File: config.mk
export PLATFORM = sky130hd
export DESIGN_NAME = seq_det_sched_flat
export DESIGN_NICKNAME = d
export VERILOG_FILES = /design/src/rtl/seq_det_sched_pkg.sv /design/src/rtl/seq_det_sched_if.sv /design/src/rtl/seq_det_sched_core.sv /design/src/rtl/seq_det_sched.sv /design/src/flat_wrapper.sv
export SDC_FILE = /design/constraint.sdc
export NUM_CORES = 1
export LEC_CHECK = 0
export CAP_MARGIN = 20
export CORE_MARGIN = 4
export CORE_UTILIZATION = 25
export CTS_BUF_LIST = sky130_fd_sc_hd__clkbuf_2 sky130_fd_sc_hd__clkbuf_4 sky130_fd_sc_hd__clkbuf_8
export CTS_CLUSTER_SIZE = 8
export DETAILED_ROUTE_END_ITERATION = 7
export PLACE_DENSITY = 0.49
export RECOVER_POWER = 100
export SLEW_MARGIN = 20
export SYNTH_ARGS = -nofsm -noshare
export SYNTH_HDL_FRONTEND = slang
export SYNTH_SLANG_ARGS = --single-unit
File: constraint.sdc
create_clock -name clock -period 4.1 [get_ports clock]
set_input_delay 0.615 -clock clock [delete_from_list [all_inputs] [get_ports clock]]
set_output_delay 0.615 -clock clock [all_outputs]
set_load 0.005 [all_outputs]
File: src/rtl/seq_det_sched_pkg.sv
// Shared types for the round-robin "101" detector scheduler.
// Consumers: seq_det_sched (top) and seq101_core (detector).
package seq_det_sched_pkg;

    typedef enum logic [1:0] {
        IDLE   = 2'd0,
        SHIFT  = 2'd1,
        REPORT = 2'd2
    } sched_state_e;

    // Detector state is {A, B}: A = "10" seen, B = last bit was 1.
    localparam int              DET_W     = 2;
    localparam logic [DET_W-1:0] DET_RESET = 2'b00;

endpackage

File: src/rtl/seq_det_sched_if.sv
// Requester/result bundle between producers and the seq_det_sched scheduler.
interface seq_det_sched_if #(
    parameter int NREQ   = 4,
    parameter int WORD_W = 8,
    parameter int CNT_W  = 4
);
    localparam int ID_W = $clog2(NREQ);

    logic [NREQ-1:0]        req;
    logic [NREQ*WORD_W-1:0] word;
    logic [NREQ-1:0]        gnt;
    logic                   busy;
    logic                   done;
    logic [ID_W-1:0]        done_id;
    logic [CNT_W-1:0]       match_cnt;

    modport master (
        output req, word,
        input  gnt, busy, done, done_id, match_cnt
    );

    modport slave (
        input  req, word,
        output gnt, busy, done, done_id, match_cnt
    );

endinterface

File: src/rtl/seq_det_sched_core.sv
// seq101_core: 2-flop overlapping Mealy "101" detector with synchronous clear.
module seq101_core
    import seq_det_sched_pkg::*;
(
    input  logic clock,
    input  logic reset_n,
    input  logic clr,
    input  logic x,
    output logic z
);

    logic [DET_W-1:0] det_q, det_d;

    always_comb begin
        det_d = {det_q[0] & ~x, x};
        if (clr) begin
            det_d = DET_RESET;
        end
    end

    always_ff @(posedge clock or negedge reset_n) begin
        if (!reset_n) begin
            det_q <= DET_RESET;
        end else begin
            det_q <= det_d;
        end
    end

    assign z = det_q[1] & x;

endmodule

File: src/rtl/seq_det_sched.sv
// Round-robin scheduler feeding requester words MSB-first into one "101" detector.
// Optional macro SEQ_DET_SCHED_FIRST_HIT_EN: stop shifting at the first match.
module seq_det_sched
    import seq_det_sched_pkg::*;
#(
    parameter int NREQ   = 4,
    parameter int WORD_W = 8,
    parameter int CNT_W  = 4
) (
    input  logic           clock,
    input  logic           reset_n,
    seq_det_sched_if.slave bus
);

    localparam int ID_W = $clog2(NREQ);
    localparam int BC_W = (WORD_W > 1) ? $clog2(WORD_W) : 1;

`ifdef SEQ_DET_SCHED_FIRST_HIT_EN
    localparam bit FIRST_HIT = 1'b1;
`else
    localparam bit FIRST_HIT = 1'b0;
`endif

    sched_state_e      state_q, state_d;
    logic [ID_W-1:0]   rr_q, rr_d;
    logic [ID_W-1:0]   win_q, win_d;
    logic [ID_W-1:0]   done_id_q, done_id_d;
    logic [WORD_W-1:0] shreg_q, shreg_d;
    logic [BC_W-1:0]   bitcnt_q, bitcnt_d;
    logic [CNT_W-1:0]  cnt_q, cnt_d, cnt_inc;
    logic [CNT_W-1:0]  match_q, match_d;
    logic [ID_W-1:0]   winner, cand;
    logic              found;
    logic              det_clr, det_x, det_z;

    seq101_core u_core (
        .clock   (clock),
        .reset_n (reset_n),
        .clr     (det_clr),
        .x       (det_x),
        .z       (det_z)
    );

    assign det_x = shreg_q[WORD_W-1];

    // Round-robin search starting at the pointer, wrapping past NREQ-1.
    always_comb begin
        found  = 1'b0;
        winner = '0;
        cand   = '0;
        for (int unsigned i = 0; i < NREQ; i++) begin
            cand = ID_W'((32'(rr_q) + i) % NREQ);
            if (!found && bus.req[cand]) begin
                found  = 1'b1;
                winner = cand;
            end
        end
    end

    assign cnt_inc = (det_z && !(&cnt_q)) ? cnt_q + 1'b1 : cnt_q;

    always_comb begin
        state_d   = state_q;
        rr_d      = rr_q;
        win_d     = win_q;
        done_id_d = done_id_q;
        shreg_d   = shreg_q;
        bitcnt_d  = bitcnt_q;
        cnt_d     = cnt_q;
        match_d   = match_q;
        det_clr   = 1'b0;
        unique case (state_q)
            IDLE: begin
                if (found) begin
                    det_clr  = 1'b1;
                    shreg_d  = bus.word[winner*WORD_W +: WORD_W];
                    bitcnt_d = BC_W'(WORD_W - 1);
                    cnt_d    = '0;
                    win_d    = winner;
                    rr_d     = (winner == ID_W'(NREQ - 1)) ? '0 : winner + 1'b1;
                    state_d  = SHIFT;
                end
            end
            SHIFT: begin
                shreg_d  = shreg_q << 1;
                bitcnt_d = bitcnt_q - 1'b1;
                cnt_d    = cnt_inc;
                if (bitcnt_q == '0 || (FIRST_HIT && det_z)) begin
                    match_d   = cnt_inc;
                    done_id_d = win_q;
                    state_d   = REPORT;
                end
            end
            REPORT: begin
                state_d = IDLE;
            end
            default: begin
                state_d = IDLE;
            end
        endcase
    end

    always_ff @(posedge clock or negedge reset_n) begin
        if (!reset_n) begin
            state_q   <= IDLE;
            rr_q      <= '0;
            win_q     <= '0;
            done_id_q <= '0;
            shreg_q   <= '0;
            bitcnt_q  <= '0;
            cnt_q     <= '0;
            match_q   <= '0;
        end else begin
            state_q   <= state_d;
            rr_q      <= rr_d;
            win_q     <= win_d;
            done_id_q <= done_id_d;
            shreg_q   <= shreg_d;
            bitcnt_q  <= bitcnt_d;
            cnt_q     <= cnt_d;
            match_q   <= match_d;
        end
    end

    // Grant is combinational so the word is captured in the same cycle; reset masks it.
    assign bus.gnt       = (state_q == IDLE && found && reset_n) ? (NREQ'(1) << winner) : '0;
    assign bus.busy      = (state_q != IDLE);
    assign bus.done      = (state_q == REPORT);
    assign bus.done_id   = done_id_q;
    assign bus.match_cnt = match_q;

endmodule

File: src/flat_wrapper.sv
// flat-port wrapper written by rule: the top's interface ports become plain ports
module seq_det_sched_flat import seq_det_sched_pkg::*;
#(
    parameter int NREQ   = 4,
    parameter int WORD_W = 8,
    parameter int CNT_W  = 4
)
  (clock, reset_n, bus_req, bus_word, bus_gnt, bus_busy, bus_done, bus_done_id, bus_match_cnt);
  seq_det_sched_if #(.NREQ(NREQ), .WORD_W(WORD_W), .CNT_W(CNT_W)) bus_i ();
  input  logic clock;
  input  logic reset_n;
  input wire logic [$bits(bus_i.req)-1:0] bus_req;
  input wire logic [$bits(bus_i.word)-1:0] bus_word;
  output wire logic [$bits(bus_i.gnt)-1:0] bus_gnt;
  output wire logic [$bits(bus_i.busy)-1:0] bus_busy;
  output wire logic [$bits(bus_i.done)-1:0] bus_done;
  output wire logic [$bits(bus_i.done_id)-1:0] bus_done_id;
  output wire logic [$bits(bus_i.match_cnt)-1:0] bus_match_cnt;
  assign bus_i.req = bus_req;
  assign bus_i.word = bus_word;
  assign bus_gnt = bus_i.gnt;
  assign bus_busy = bus_i.busy;
  assign bus_done = bus_i.done;
  assign bus_done_id = bus_i.done_id;
  assign bus_match_cnt = bus_i.match_cnt;
  seq_det_sched #(.NREQ(NREQ), .WORD_W(WORD_W), .CNT_W(CNT_W)) u_core (.clock(clock), .reset_n(reset_n), .bus(bus_i));
endmodule
---- Word level (Yosys, flattened, before mapping) ----
Index checks and enable logic that the tools add are counted.
operators by class
  add/sub/neg operators ................... 6
  multiply operators ...................... 0
  divide/modulo/power cells ............... 0
  order comparisons ....................... 4
  equality and inequality tests ........... 5
  shifts and indexed selects .............. 2
  mux-type cells .......................... 31
  bitwise logic cells ..................... 3
  reduce and logical (&&, ||, !) cells .... 19
operators with widths
  cell                                                                   number
  32-bit by 6-bit variable part select with 8-bit output                 1
  2-bit two-way mux                                                      8
  8-bit one-hot mux with 2 select lines                                  1
  2-bit by 3-bit < comparator with 1-bit output (second input constant)  4
  4-bit two-way mux                                                      3
  1-bit two-way mux                                                      10
  1-bit binary-select mux with 2-bit select                              4
  8-bit two-way mux                                                      1
  4-bit one-hot mux with 2 select lines                                  1
  2-bit AND reduction                                                    4
  1-bit logical AND                                                      6
  3-bit one-hot mux with 2 select lines                                  1
  2-bit by 1-bit adder with 2-bit output (second input constant)         2
  2-bit adder (second input constant)                                    2
  4-bit by 1-bit adder with 4-bit output (second input constant)         1
  2-bit equality test (second input constant)                            2
  1-bit zero test                                                        4
  2-bit by 1-bit != test with 1-bit output (second input constant)       2
  2-bit one-hot mux with 2 select lines                                  1
  4-bit AND reduction                                                    1
  2-bit nonzero test                                                     2
  1-bit by 2-bit << shifter with 4-bit output (first input constant)     1
  3-bit zero test                                                        1
  3-bit two-way mux                                                      1
  other kinds (5)                                                        6
storage, ports and cells
  register bits ........................... 29
  bits in latches ......................... 0
  RAM bits ................................ 0
  memory bits (read-only) ................. 0
  bits of input ports ..................... 38
  output and inout bits ................... 12
  logic and storage cells ................. 79
  memories ................................ 0

---- Logic depth before layout (Yosys ltp) ----
  word-level depth ........................ 15
  gate-level depth with buffers ........... 8
  gate-level depth less buffers ........... 7

---- Cells and area by module ----
From an unflattened synthesis, not the netlist that was laid out.
unflattened totals
  cells, all modules ...................... 166
  area total of the unflattened synthesis .. 1,701.6 µm²
by module, submodules not included
  module         times used  cells each  area an instance (µm²)
  seq_det_sched  1           161         1,624.1
  seq101_core    1           5           77.6

---- Worst setup path before layout ----
Ideal clock, no wire load.
  kind .................................... input port to output port
  from .................................... input bus_req[2]
  to ...................................... output bus_gnt[3]
  data arrival time ....................... 1.848 ns
  slack ................................... 1.637 ns
  stages on the path ...................... 7
  cells stage by stage .................... nor2b_1 a211o_1 and2_1 buf_6 buf_6 ha_1 and3_1
between the ends
  cells in the longest elaborated chain, start to end .. 15
  elaborated cells on any way between the ends .. 26
  classes of those cells .................. shift: 1; mux: 17; reduce/logical: 8
ends and longest elaborated chain
  element                                    line                  source
  start, declared                            flat_wrapper.sv:12    input wire logic [$bits(bus_i.req)-1:0] bus_req;
  1-bit binary-select mux with 2-bit select  seq_det_sched.sv:53   if (!found && bus.req[cand]) begin
  1-bit two-way mux (implied by the code)    seq_det_sched.sv:53
  1-bit two-way mux                          seq_det_sched.sv:53
  1-bit zero test                            seq_det_sched.sv:53
  1-bit logical AND                          seq_det_sched.sv:53
  1-bit two-way mux                          seq_det_sched.sv:53
  1-bit zero test                            seq_det_sched.sv:53
  1-bit logical AND                          seq_det_sched.sv:53
  1-bit two-way mux                          seq_det_sched.sv:53
  1-bit zero test                            seq_det_sched.sv:53
  1-bit logical AND                          seq_det_sched.sv:53
  1-bit two-way mux                          seq_det_sched.sv:53
  1-bit logical AND (2 in series)            seq_det_sched.sv:126  assign bus.gnt = (state_q == IDLE && found && reset_n) ? (NREQ'(1) << winner) : '0;
  4-bit two-way mux (*)                      seq_det_sched.sv:126
  end, declared                              flat_wrapper.sv:14    output wire logic [$bits(bus_i.gnt)-1:0] bus_gnt;
Mark *: on every way between the ends. The rest lies on a longest branch, timed or not. The select of a mux whose other input is x is not followed.

---- Final worst setup path ----
  from .................................... input bus_req[1]
  to ...................................... output bus_gnt[3]
The elaborated chain is that of the path after synthesis.

==> results.py <==
metrics = {
    "drt": {
        "totalWireLength_um": 4620,
        "wire_per_inst_um": 15.1,
        "drc": 0,
        "drt_iter0_markers": 73,
        "final_antenna_net_count": 0,
        "dr.pass1.iters": 4,
        "vias_per_cell": 4.85,
        "num_vias": 1485,
    },
    "layout": {
        "finish.net_count": 270,
        "fillers": 666,
        "diodes": 0,
        "syn_to_final_growth_pct": 39.7,
        "fin_cells": 306,
        "utilization": 0.364,
        "final_layout_size_suffix_gt1_frac": 0.0699,
        "postLayoutCellArea_um2": 2320,
    },
    "sta": {
        "slew_headroom": -0.0557,
        "setup_violations": 0,
        "hold_viol_final": 0,
        "skew_ns": 0.00484,
        "worst_pin_slew_ns": 1.58,
        "fmax_mhz": 267,
        "min_period_ns": 3.74,
        "rsz0062_at_grt": "false",
        "finalCritPeriodShare": 0.913,
        "finalSetupTns_ns": 0,
        "timing.hold.ws_ns": 0.491,
        "slew_viol_final": 30,
    },
    "global_routing": {
        "grt_usage": 0.122,
        "grt_pass1_vias": 1476,
        "grt_overflow": 0,
        "grt_pass1_wl_um": 7400,
        "grt_max_degree": 30,
        "antenna_found_initial": 0,
    },
    "die": {
        "die_y_um": 89.6,
        "coreArea_um2": 6390,
        "io_pins": 50,
        "rows": 29,
        "dieArea_um2": 8020,
        "die_w_um": 89.6,
        "start_util": 0.260,
    },
    "synthesis": {
        "synth_nets": 218,
        "ys_seq_elements": 29,
        "synth_flop_cell": "dfrtp_1",
        "synthArstFlopShare": 1.00,
        "synth_area_um2": 1660,
        "synth.distinct_cells": 38,
        "syn_area_per_cell_um2": 9.45,
        "synth_cells": 176,
        "yosys_warnings": 0,
        "seq_area_frac_synth": 0.436,
        "synth-edff-count": 0,
    },
    "place": {
        "gp_congestion": 0.816,
        "dp.cells": 298,
        "portBuffers": 49,
        "dp_hpwl_um": 3460,
        "placed_area_um2": 2230,
    },
    "clocking": {
        "clock_path_buffers": 2,
        "root_buffer": "clkbuf_8",
        "clk_pin_slew_ns": 0.06,
        "post_cts.repair.setup_buffers": 0,
        "clock_latency_ns": 0.28,
        "numCtsBuffers": 5,
        "cts.htree.levels": 2,
        "post_cts_resized": 0,
        "cts.sinks": 29,
        "cts-hold-fix-buffers": 0,
        "cts_tree": "done",
    },
    "hold_path": {
        "min-delay-start": "u_core.win_q[1]",
        "hp-class": "register to register",
    },
    "setup_path": {
        "worst-setup-path-type": "primary input to primary output",
        "cp.required_ns": 3.48,
        "crit_fanout": 7,
        "reg2reg_slack_ns": 1.55,
        "setup.worst_path.start": "bus_req[1]",
        "critPathLaunchType": "primary input",
        "crit_path_end_kind": "primary output",
        "cp_num_buf_inv": 3,
        "arrival_ns": 3.13,
        "path_cells": "dlygate4sd3_1, nor2_1, nor4_2, nor2_2, inv_2, ha_1, and3_1, dlygate4sd3_1",
        "crit_top_cell": "dlygate4sd3_1",
        "rr_startpoint": "u_core.state_q[0]",
        "cp_top_family": "buffers and inverters",
        "cpMaxStageDelayCell": "dlygate4sd3_1",
        "slowest_delay_ns": 0.58,
    },
    "power_and_ir_drop": {
        "ir_drop_uv": 232,
        "p_leak_nw": 0.971,
        "p_per_area_nw_per_um2": 602,
    },
    "status": {
        "status": "finished, violations left",
        "violations": "max-capacitance violations, max-slew violations",
    },
    "run": {
        "cap_violations": 1,
    },
}
logic make-up after synthesis:
family,count (synthesis),synth area share
adders and majority gates,4,0.0301
xor gates and xnor gates,3,0.0158
buffers and inverters,11,0.0346
and+or+nand+nor,62,0.200
AOI/OAI and AO/OA,55,0.209
DFF,29,0.436
muxes,12,0.0737
power by group:
part | leakage (nW) | total, mW | switching [mW] | internal, mW
combinational | 0.558 | 0.644 | 0.355 | 0.289
clock | 0.0542 | 0.261 | 0.109 | 0.151
sequential | 0.360 | 0.495 | 0.0772 | 0.417
per-stage QoR:
stage	power, mW	setup WS (ns)
floorplan	0.936	1.64
global placement	1.17	0.591
detailed placement	1.17	0.544
CTS	1.44	0.538
global route	1.54	0.224
finish	1.40	0.357
state kept, by name, indices dropped and copies added (netlist names):
register / flops
u_core.shreg_q: 8
u_core.bus.match_cnt: 4
u_core.cnt_q: 4
u_core.bitcnt_q: 3
u_core.bus.done_id: 2
u_core.rr_q: 2
u_core.state_q: 2
u_core.u_core.det_q: 2
u_core.win_q: 2
synth_stat cells, types with 6 or more instances:
library cell	n	share of area
a211oi_1	9	0.041
a21oi_1	10	0.030
dfrtp_1	29	0.44
mux2i_1	10	0.060
nand2_1	14	0.032
nand3_1	6	0.018
nor2_1	10	0.023
nor2b_1	7	0.026
o21ai_0	16	0.048
cell usage in the layout, fill, tap and decap left out, types with 2 or more instances in the layout:
cell | netlist | final
clkdlybuf4s50_1 | 0 | 36
dfrtp_1 | 29 | 29
o21ai_0 | 16 | 17
nand2_1 | 14 | 14
dlygate4sd3_1 | 0 | 13
nor2_1 | 10 | 10
a21oi_1 | 10 | 10
mux2i_1 | 10 | 10
a211oi_1 | 9 | 9
nor2b_1 | 7 | 7
clkbuf_8 | 0 | 7
nand3_1 | 6 | 6
nor3_1 | 4 | 4
a211o_1 | 4 | 4
and3_1 | 4 | 4
or3_1 | 4 | 4
a21boi_0 | 4 | 4
ha_1 | 4 | 4
inv_1 | 3 | 3
o211ai_1 | 3 | 3
nor4_2 | 2 | 2
nor3b_1 | 2 | 2
and2_0 | 0 | 2
a31oi_1 | 2 | 2
xor2_1 | 2 | 2
mux2_2 | 2 | 2
or4_1 | 2 | 2
o31ai_1 | 2 | 2
clkbuf_1 | 4 | 2
layout make-up:
class	instances	area (um^2)	share of cell area
flip-flops and latches	29	726	0.312
inverters	4	15.0	0.00646
repair buffers	52	505	0.218
well taps	77	96.3	0.0415
multi-input cells	136	880	0.379
clock inverters	1	5.00	0.00215
clock buffers	7	96.3	0.0415
metal layers:
layer	global-route usage	wire, um	part of all wire
met2	0.184	2100	0.45
met3	0.0387	275	0.060
met1	0.165	2210	0.48
met4	0.0392	38	0.0082
met5	0	0	0
worst reg2reg max path, cell delays in order, from the launching register on:
cell and delay [ns]:
dfrtp_1 0.39, or2_2 0.35, a21oi_1 0.45, clkbuf_1 0.38, o21ai_0 0.40, a211oi_1 0.38
a211oi_1 0.07
final timing paths:
path | endpoint | cells past startpoint
worst min-delay path | u_core.win_q[1] | 2
min in group asynchronous | u_core.bus.done_id[0] | 2
worst max-delay path | bus_gnt[3] | 8
max in group asynchronous | u_core.rr_q[0] | 2
worst max register to register | u_core.shreg_q[7] | 6
worst min register to register | u_core.win_q[1] | 2
Note: power is estimated with default switching activity, not from simulation.
